<file path="src/rtl/link_pkg.sv">
// link_pkg: constants and state types shared by the link responder and the
// link health monitor.
//   PING_MAGIC / PONG_MAGIC : 64-bit single-beat frame payloads
//   rx_state_t              : receive-side frame tracker states
//   tx_state_t              : transmit-side merge arbiter states
package link_pkg;

  localparam logic [63:0] PING_MAGIC = 64'h5145_444D_5049_4E47;
  localparam logic [63:0] PONG_MAGIC = 64'h5145_444D_504F_4E47;

  typedef enum logic {
    RX_FIRST,  // next beat is the first beat of a frame
    RX_FWD     // inside a multi-beat frame being forwarded
  } rx_state_t;

  typedef enum logic {
    TX_IDLE,   // at a frame boundary; pongs may be inserted
    TX_USER    // inside a user frame; pongs are held off
  } tx_state_t;

endpackage

</file>
<file path="src/rtl/stream_out_reg.sv">
// stream_out_reg: single-stage registered valid/ready output slice.
//   clk, rst_n         : clock, asynchronous active-low reset
//   load               : capture load_data/load_last this cycle (only when free)
//   load_data/last     : beat to present on the output
//   free               : register empty or being drained this cycle
//   data/valid/last    : registered output stream
//   ready              : downstream backpressure
module stream_out_reg #(
  parameter int DATA_WIDTH = 64
) (
  input  logic                  clk,
  input  logic                  rst_n,
  input  logic                  load,
  input  logic [DATA_WIDTH-1:0] load_data,
  input  logic                  load_last,
  output logic                  free,
  output logic [DATA_WIDTH-1:0] data,
  output logic                  valid,
  output logic                  last,
  input  logic                  ready
);

  assign free = !valid || ready;

  // NOTE: sequential state uses non-blocking assignments so every register
  // samples the pre-edge values regardless of statement order.
  always_ff @(posedge clk or negedge rst_n) begin
    if (!rst_n) begin
      data  <= '0;
      valid <= 1'b0;
      last  <= 1'b0;
    end else if (load) begin
      data  <= load_data;
      last  <= load_last;
      valid <= 1'b1;
    end else if (free) begin
      // Beat drained (or nothing held): drop valid, keep stale data.
      valid <= 1'b0;
    end
  end

endmodule

</file>
<file path="src/rtl/link_responder.sv">
// link_responder: terminates single-beat ping frames from the link, answers
// each with a pong on the return path, forwards all other frames to the user,
// and merges pongs into user TX traffic only at frame boundaries.
//   clk, rst_n                         : clock, asynchronous active-low reset
//   enable                             : 1 = answer pings, 0 = forward all
//   rx_data/rx_valid/rx_last/rx_ready  : link-side receive stream
//   usr_rx_*                           : forwarded non-ping frames
//   usr_tx_*                           : user transmit stream
//   tx_data/tx_valid/tx_last/tx_ready  : link-side transmit stream (registered)
//   pings_rx, pongs_tx, pongs_dropped,
//   fwd_frames                         : wrapping 32-bit event counters
//   pending_cnt                        : queued, unsent pong requests
module link_responder
  import link_pkg::*;
#(
  parameter int DATA_WIDTH  = 64,
  parameter int MAX_PENDING = 4
) (
  input  logic                             clk,
  input  logic                             rst_n,
  input  logic                             enable,
  input  logic [DATA_WIDTH-1:0]            rx_data,
  input  logic                             rx_valid,
  input  logic                             rx_last,
  output logic                             rx_ready,
  output logic [DATA_WIDTH-1:0]            usr_rx_data,
  output logic                             usr_rx_valid,
  output logic                             usr_rx_last,
  input  logic                             usr_rx_ready,
  input  logic [DATA_WIDTH-1:0]            usr_tx_data,
  input  logic                             usr_tx_valid,
  input  logic                             usr_tx_last,
  output logic                             usr_tx_ready,
  output logic [DATA_WIDTH-1:0]            tx_data,
  output logic                             tx_valid,
  output logic                             tx_last,
  input  logic                             tx_ready,
  output logic [31:0]                      pings_rx,
  output logic [31:0]                      pongs_tx,
  output logic [31:0]                      pongs_dropped,
  output logic [31:0]                      fwd_frames,
  output logic [$clog2(MAX_PENDING+1)-1:0] pending_cnt
);

  localparam int                PEND_W   = $clog2(MAX_PENDING + 1);
  localparam logic [PEND_W-1:0] PEND_MAX = PEND_W'(MAX_PENDING);

  rx_state_t rx_state;
  tx_state_t tx_state;

  // ---------------- receive path ----------------
  logic is_ping;
  logic fwd_beat;

  // Only a complete single-beat frame carrying the magic word is a ping.
  assign is_ping = (rx_state == RX_FIRST) && rx_valid && rx_last &&
                   (rx_data == PING_MAGIC) && enable;

  assign usr_rx_data  = rx_data;
  assign usr_rx_last  = rx_last;
  assign usr_rx_valid = rx_valid && !is_ping;
  // Pings are swallowed regardless of user backpressure.
  assign rx_ready     = is_ping || usr_rx_ready;
  assign fwd_beat     = usr_rx_valid && usr_rx_ready;

  // NOTE: reset is asynchronous and active-low; every flop lists negedge rst_n.
  always_ff @(posedge clk or negedge rst_n) begin
    if (!rst_n) begin
      rx_state <= RX_FIRST;
    end else if (fwd_beat) begin
      rx_state <= rx_last ? RX_FIRST : RX_FWD;
    end
  end

  // ---------------- transmit path ----------------
  logic                  tx_free;
  logic                  pong_due;
  logic                  load_pong;
  logic                  user_xfer;
  logic                  tx_load;
  logic [DATA_WIDTH-1:0] tx_load_data;
  logic                  tx_load_last;
  logic                  pong_drop;

  // Pongs wait for a frame boundary and are suppressed while disabled.
  assign pong_due  = enable && (tx_state == TX_IDLE) && (pending_cnt != '0);
  assign load_pong = pong_due && tx_free;

  // At a boundary the pong wins; inside a user frame the user owns the slot.
  assign usr_tx_ready = (tx_state == TX_USER) ? tx_free : (tx_free && !pong_due);
  assign user_xfer    = usr_tx_valid && usr_tx_ready;

  assign tx_load      = load_pong || user_xfer;
  assign tx_load_data = load_pong ? PONG_MAGIC : usr_tx_data;
  assign tx_load_last = load_pong ? 1'b1 : usr_tx_last;

  stream_out_reg #(
    .DATA_WIDTH(DATA_WIDTH)
  ) u_tx_reg (
    .clk       (clk),
    .rst_n     (rst_n),
    .load      (tx_load),
    .load_data (tx_load_data),
    .load_last (tx_load_last),
    .free      (tx_free),
    .data      (tx_data),
    .valid     (tx_valid),
    .last      (tx_last),
    .ready     (tx_ready)
  );

  always_ff @(posedge clk or negedge rst_n) begin
    if (!rst_n) begin
      tx_state <= TX_IDLE;
    end else begin
      unique case (tx_state)
        TX_IDLE: if (user_xfer && !usr_tx_last) tx_state <= TX_USER;
        TX_USER: if (user_xfer &&  usr_tx_last) tx_state <= TX_IDLE;
        default: tx_state <= TX_IDLE;
      endcase
    end
  end

  // ---------------- pong request queue depth ----------------
  // A post at full depth is lost unless a pong leaves in the same cycle.
  assign pong_drop = is_ping && !load_pong && (pending_cnt == PEND_MAX);

  always_ff @(posedge clk or negedge rst_n) begin
    if (!rst_n) begin
      pending_cnt <= '0;
    end else if (!enable) begin
      pending_cnt <= '0;
    end else if (is_ping && !load_pong && !pong_drop) begin
      pending_cnt <= pending_cnt + 1'b1;
    end else if (load_pong && !is_ping) begin
      pending_cnt <= pending_cnt - 1'b1;
    end
  end

  // ---------------- event counters ----------------
  always_ff @(posedge clk or negedge rst_n) begin
    if (!rst_n) begin
      pings_rx      <= '0;
      pongs_tx      <= '0;
      pongs_dropped <= '0;
      fwd_frames    <= '0;
    end else begin
      if (is_ping)             pings_rx      <= pings_rx + 32'd1;
      if (load_pong)           pongs_tx      <= pongs_tx + 32'd1;
      if (pong_drop)           pongs_dropped <= pongs_dropped + 32'd1;
      if (fwd_beat && rx_last) fwd_frames    <= fwd_frames + 32'd1;
    end
  end

endmodule

</file>
<file path="config.mk">
export PLATFORM = sky130hd
export DESIGN_NAME = link_responder
export DESIGN_NICKNAME = d
export VERILOG_FILES = /design/src/rtl/link_pkg.sv /design/src/rtl/stream_out_reg.sv /design/src/rtl/link_responder.sv
export SDC_FILE = /design/constraint.sdc
export NUM_CORES = 1
export LEC_CHECK = 0
export CORE_ASPECT_RATIO = 0.8
export CORE_MARGIN = 1.5
export CORE_UTILIZATION = 43
export CTS_CLUSTER_SIZE = 40
export DETAILED_ROUTE_END_ITERATION = 16
export PLACE_DENSITY = 0.85
export SETUP_SLACK_MARGIN = 0.3
export SLEW_MARGIN = 10
export SYNTH_ARGS = -nofsm -noshare
export SYNTH_HDL_FRONTEND = slang
export SYNTH_SLANG_ARGS = --single-unit
</file>
<file path="constraint.sdc">
create_clock -name clk -period 2.6 [get_ports clk]
set_input_delay 0.39 -clock clk [delete_from_list [all_inputs] [get_ports clk]]
set_output_delay 0.39 -clock clk [all_outputs]
set_load 0.005 [all_outputs]
</file>
Word-level counts from Yosys, hierarchy flattened
Cells that the tools add are included.
- input bits: 137
- register bits: 199
- output and inout port bits: 265
- logic and storage cells: 62
- eq/ne operators: 3
- mux-type cells: 12
- bitwise gates (word level): 2
- reduce and logical (&&, ||, !) cells: 29
- $add $sub $neg: 6
- operators with widths (cell ; count):
    $add A32 B1 Y32 const B ; 4
    $eq A64 B63 Y1 const B ; 1
    $mux W64 ; 1
    $logic_and A1 B1 Y1 ; 18
    $mux W3 ; 3
    $mux W1 ; 7
    $logic_not A1 Y1 ; 6
    $add A3 B1 Y3 const B ; 1
    $eq A3 B3 Y1 const B ; 1
    $logic_or A1 B1 Y1 ; 3
    $ne A3 B1 Y1 const B ; 1
    $reduce_bool A3 Y1 ; 1
    $sub A3 B1 Y3 const B ; 1
    $not A1 Y1 ; 2
    $pmux W1 S2 ; 1
    $reduce_bool A2 Y1 ; 1

Depth between registers and ports, before layout
- depth in word-level cells: 11
- depth in mapped cells: 10
- mapped depth without buffers: 9

Hierarchy
A second synthesis with hierarchy kept.
- cell total of the unflattened synthesis: 907
- area total of the unflattened synthesis: 10368.7 µm²
- by module, submodules not included (module ; area each (µm²) ; times used ; cells an instance ; seq. area each (µm²)):
    link_responder ; 7759.9 ; 1 ; 767 ; 3328.2
    stream_out_reg ; 2608.8 ; 1 ; 140 ; 1651.6

Worst setup path before layout
No wires, ideal clock.
- kind: input -> register
- start: input rx_data[12]
- end: register pending_cnt[1]
- setup time: 0.082 ns
- path buffers: 1
- arrival: 2.544 ns
- data required time: 2.518 ns
- path slack: -0.026 ns
- stages: 9
- cells stage by stage: or4b_1 > nor3_2 > nand3_1 > clkbuf_1 > nor2_1 > fa_1 > nor2_1 > mux2i_1 > a31oi_1
- cells in the longest elaborated chain, start to end: 9
- elaborated cells on any way between the ends: 12
- RTL lines (what ; line ; source):
    start, declared ; link_responder.sv:22 ; input logic [DATA_WIDTH-1:0] rx_data,
    $eq A64 B63 Y1 * ; link_responder.sv:57 ; (rx_data == PING_MAGIC) && enable;
    $logic_and A1 B1 Y1 * ; link_responder.sv:56 ; assign is_ping = (rx_state == RX_FIRST) && rx_valid && rx_last &&
    $logic_and A1 B1 Y1 * ; link_responder.sv:57 ;
    $logic_and A1 B1 Y1 ; link_responder.sv:126, link_responder.sv:133 ;
    $logic_and A1 B1 Y1 ; link_responder.sv:126 ; assign pong_drop = is_ping && !load_pong && (pending_cnt == PEND_MAX);
    $logic_not A1 Y1 ; link_responder.sv:133 ; end else if (is_ping && !load_pong && !pong_drop) begin
    $logic_and A1 B1 Y1 ; link_responder.sv:133 ;
    $mux W3 ; link_responder.sv:133 ;
    $mux W3 ; link_responder.sv:131 ; end else if (!enable) begin
    end signal, assigned ; link_responder.sv:134 ; pending_cnt <= pending_cnt + 1'b1;
    end signal, assigned ; link_responder.sv:136 ; pending_cnt <= pending_cnt - 1'b1;
    end, declared ; link_responder.sv:42 ; output logic [$clog2(MAX_PENDING+1)-1:0] pending_cnt
Mark *: on every way between the ends. The rest lies on a longest branch, timed or not.
A chain may end at the register's enable or synchronous reset.

Worst setup path after layout
- start: input rx_data[56]
- end: register pongs_dropped[20]
- cells in the longest elaborated chain, start to end: 5
- RTL lines (what ; line ; source):
    $eq A64 B63 Y1 ; link_responder.sv:57 ;
    $logic_and A1 B1 Y1 ; link_responder.sv:56 ;
    $logic_and A1 B1 Y1 ; link_responder.sv:57 ;
    $logic_and A1 B1 Y1 (2 in series) ; link_responder.sv:126 ;
    end signal, assigned ; link_responder.sv:150 ; if (pong_drop) pongs_dropped <= pongs_dropped + 32'd1;
    end, declared ; link_responder.sv:40 ; output logic [31:0] pongs_dropped,
Every way passes these cells.

==> results.md <==
- Status: completed
- CTS max path bufs: 2
- CTS tree: done
- Reg2reg setup slack: 0.05 ns
- Maximum vdd drop: 0.446 mV
- Seq/Total Area, Yosys: a little over half
- Fraction of registers with async set or reset after synthesis: 100%
- First-pass GRT wire length: 50400 um
- #FFs+latches synth: ~200
- DRC: 0
- Hold path cells: 1
- Top-count cell post-synth: dfrtp_1
- Post-synth EDFFs: 0
- Worst setup SP type: input port
- WL/cell: 20.9 um
- Yosys top cell by area: dfrtp_1
- Syn avg cell area: 9.91 um^2
- Mapped Area: 9510 um^2
- Synth cell types: 47
- Tightest Pin Transition: 0.771 ns
- Pwr Total: between 0.008 and 0.009 W
- Yosys Warn Count: 0
- # setup viols final: 0
- Internal: 0.00575 W
- Gr busiest metal: met2
- Setup Skew: approximately 0.014 ns
- Combinational power share: 22.3%
- Die area: 23000 um^2
- Headroom to the max-slew limit: 48.5%
- Layout cells sized above 1: 19.7%
- Most used flip-flop cell after synthesis: dfrtp_1
- Max-cap check violation count: 0
- Detail Route Antenna Nets: 0
- Setup TNS: 0 ns
- Htree depth: 4
- Max Fclk: approximately 390 MHz
- Total Nets Final: 1548
- Sink Count: 199
- Core ar.: ~22000 um^2
- Clock network fraction of total power: 32.0%
- Clock Tree Root: clkbuf_16
- Sequential share of power: 45.7%
- Part of the cycle the worst path needs: 98.2%
- CP Data Arrival Time: 2.91 ns
- Critical path peak fanout: 5
- Post-synth top cells: dfrtp_1 (199), nand2_1 (178), nand3_1 (107)
- Total CTS buffers: 17
- Cell count after synthesis: 960
- Die width: 169 um
- Row count: 48
- Clock Pin Slew Worst Setup and Hold Paths: roughly 0.08 ns
- Slew Limit Fails: 0
- Die Span Y: 136 um
- R2R depth: 12
- Synth-to-Final Area Change: 69.2%
- Worst min-delay path category: register to register
- DRT Pass-1 Iters: 5
- Total number of vias: just over 9000
- Vias in the first global route: 8935
- Met3 Use GR: 7.98%
- Met2 capacity usage during global routing: between 40% and 50%
- Fin util: 74.4%
- Initial DRC count: 721
- Dpl cells: 1621
- Initial Util: 44.0%
- Top-area cell type share of the netlist area: 52.4%
- Gr usage total: 28.2%
- Dpl hpwl: 22500 um
- Initial antenna violation count: 0
- Global route overflow: 0
- Pwr dens: 499 nW/um^2
- Io pins: 402
- Net Sw Power: 0.00227 W
- Vias per std cell: 5.42
- ANT cells: 0
- Non-Filler Instances: 1693
- Gp weighted congestion: 0.866
- Clk_lat worst skew: 0.43 ns
- CP Capture Type: register
- Port bufs: 401
- Final WL: 35300 um
- Synth top area cells: dfrtp_1 (52%), nand2_1 (7.0%), xor2_1 (6.5%)
- Unrepaired setup endpoints after global routing: yes
- Met1 Use GR: between 30 and 40%
- Post-layout min period: 2.55 ns
- Mapped Nets: 1102
- Crit Path Class: input port to register
- Sw frac: 28.3%
- WHS: between 0.4 and 0.5 ns
- Critical Path RT: 2.95 ns
- Static leakage: 7.87 nW
- Final hold violation count: 0
- Largest net degree at the start of global routing: 74
[stage by stage]
stage | worst slack [ns] | cell area [um^2]
floorplan | 0.256 | 9540
finish | 0.0460 | 16100
CTS | 0.102 | 15400
global placement | -0.569 | 14000
detailed placement | -0.511 | 14000
global route | -0.0562 | 16100
[placed cells by master (no fill, tap or decap), types with 4 or more instances in the layout]
cell type / netlist / final
inv_6: 0 / 6
nor3_4: 0 / 15
nor3_2: 1 / 6
and4_1: 11 / 11
nor2_4: 0 / 12
inv_1: 23 / 23
xnor2_1: 53 / 50
nor4_2: 0 / 9
clkdlybuf4s50_1: 0 / 352
nor4_4: 0 / 22
dfrtp_1: 199 / 198
nor2_1: 33 / 18
buf_8: 0 / 4
xor2_1: 71 / 71
buf_4: 65 / 87
buf_6: 1 / 23
nand4_1: 31 / 31
mux2i_1: 4 / 4
nor3_1: 26 / 6
and3_1: 20 / 18
nand3_1: 107 / 101
buf_12: 0 / 11
ha_1: 4 / 4
and2_1: 8 / 6
nand2_1: 178 / 174
dlygate4sd2_1: 0 / 25
nor4_1: 35 / 4
nor4b_4: 0 / 5
clkbuf_16: 0 / 18
nor4b_2: 0 / 8
dlymetal6s2s_1: 0 / 21
[what timing repair did]
action / CTS / global route
gates cloned: 3 / 1
endpoints found under the hold margin: 51 / 0
resized for setup: 124 / 128
pin swaps: 64 / 65
hold buffers: 1 / 0
endpoints found under the setup margin: 151 / 92
setup buffers: 25 / 11
[state kept, by name, summed over array words and instances (netlist names), named ones only]
name,cells
u_tx_reg.data,64
fwd_frames,32
pings_rx,32
pongs_dropped,32
pongs_tx,32
pending_cnt,3
rx_state,1
u_tx_reg.last,1
u_tx_reg.valid,1
[cell families after synthesis]
group | count (synthesis) | synth area share, %
flops | 199 | 52.4
simple gates | 492 | 26.5
fa+ha+maj | 5 | 0.737
mux | 6 | 0.658
compound gates | 7 | 0.474
buf+inv | 126 | 7.67
xor+xnor | 125 | 11.6
[worst paths after layout]
kind                                endpoint              start
min in group asynchronous       pings_rx[28]              rst_n
max reg2reg                pongs_dropped[20]           rx_state
min                        pongs_dropped[31]  pongs_dropped[31]
max                        pongs_dropped[20]        rx_data[56]
min reg2reg                pongs_dropped[31]  pongs_dropped[31]
max in group asynchronous       pongs_tx[15]              rst_n
[power by group through the flow]
stage | Combinational (W) | Sequential [W] | Clock [W]
2_1_floorplan | 0.000508 | 0.00370 | 0
3_3_place_gp | 0.00172 | 0.00369 | 0
3_5_place_dp | 0.00175 | 0.00371 | 0
4_1_cts | 0.00177 | 0.00365 | 0.00259
5_1_grt | 0.00193 | 0.00371 | 0.00274
6_report | 0.00179 | 0.00367 | 0.00257
[worst max-delay path, cell delays in order]
cell and delay (ns):
clkdlybuf4s50_1 0.49, nor4b_4 0.27, nand4_1 0.26, nor2_2 0.27, buf_4 0.15, buf_6 0.09
nand4_1 0.08, buf_6 0.18, buf_16 0.15, buf_4 0.15, nor4_4 0.24, xor2_1 0.18
[final cells by class]
| class | count | area, um^2 |
|---|---|---|
| Fill cell | 1323 | 5530 |
| Timing Repair Buffer | 530 | 5330 |
| Sequential cell | 199 | 4980 |
| Multi-Input combinational cell | 635 | 4790 |
| Clock buffer | 17 | 425 |
| Tap cell | 275 | 344 |
| Clock inverter | 14 | 130 |
| Inverter | 23 | 86.3 |
[per-layer routing]
layer	wire (um)	part of all wire, %	up-vias
met3	2590	7.3	99
li1	-	-	4092
met2	17400	49	422
met4	1180	3.3	0
met1	14200	40	4562
met5	0	0	-
(Power assumes the default switching activity.)
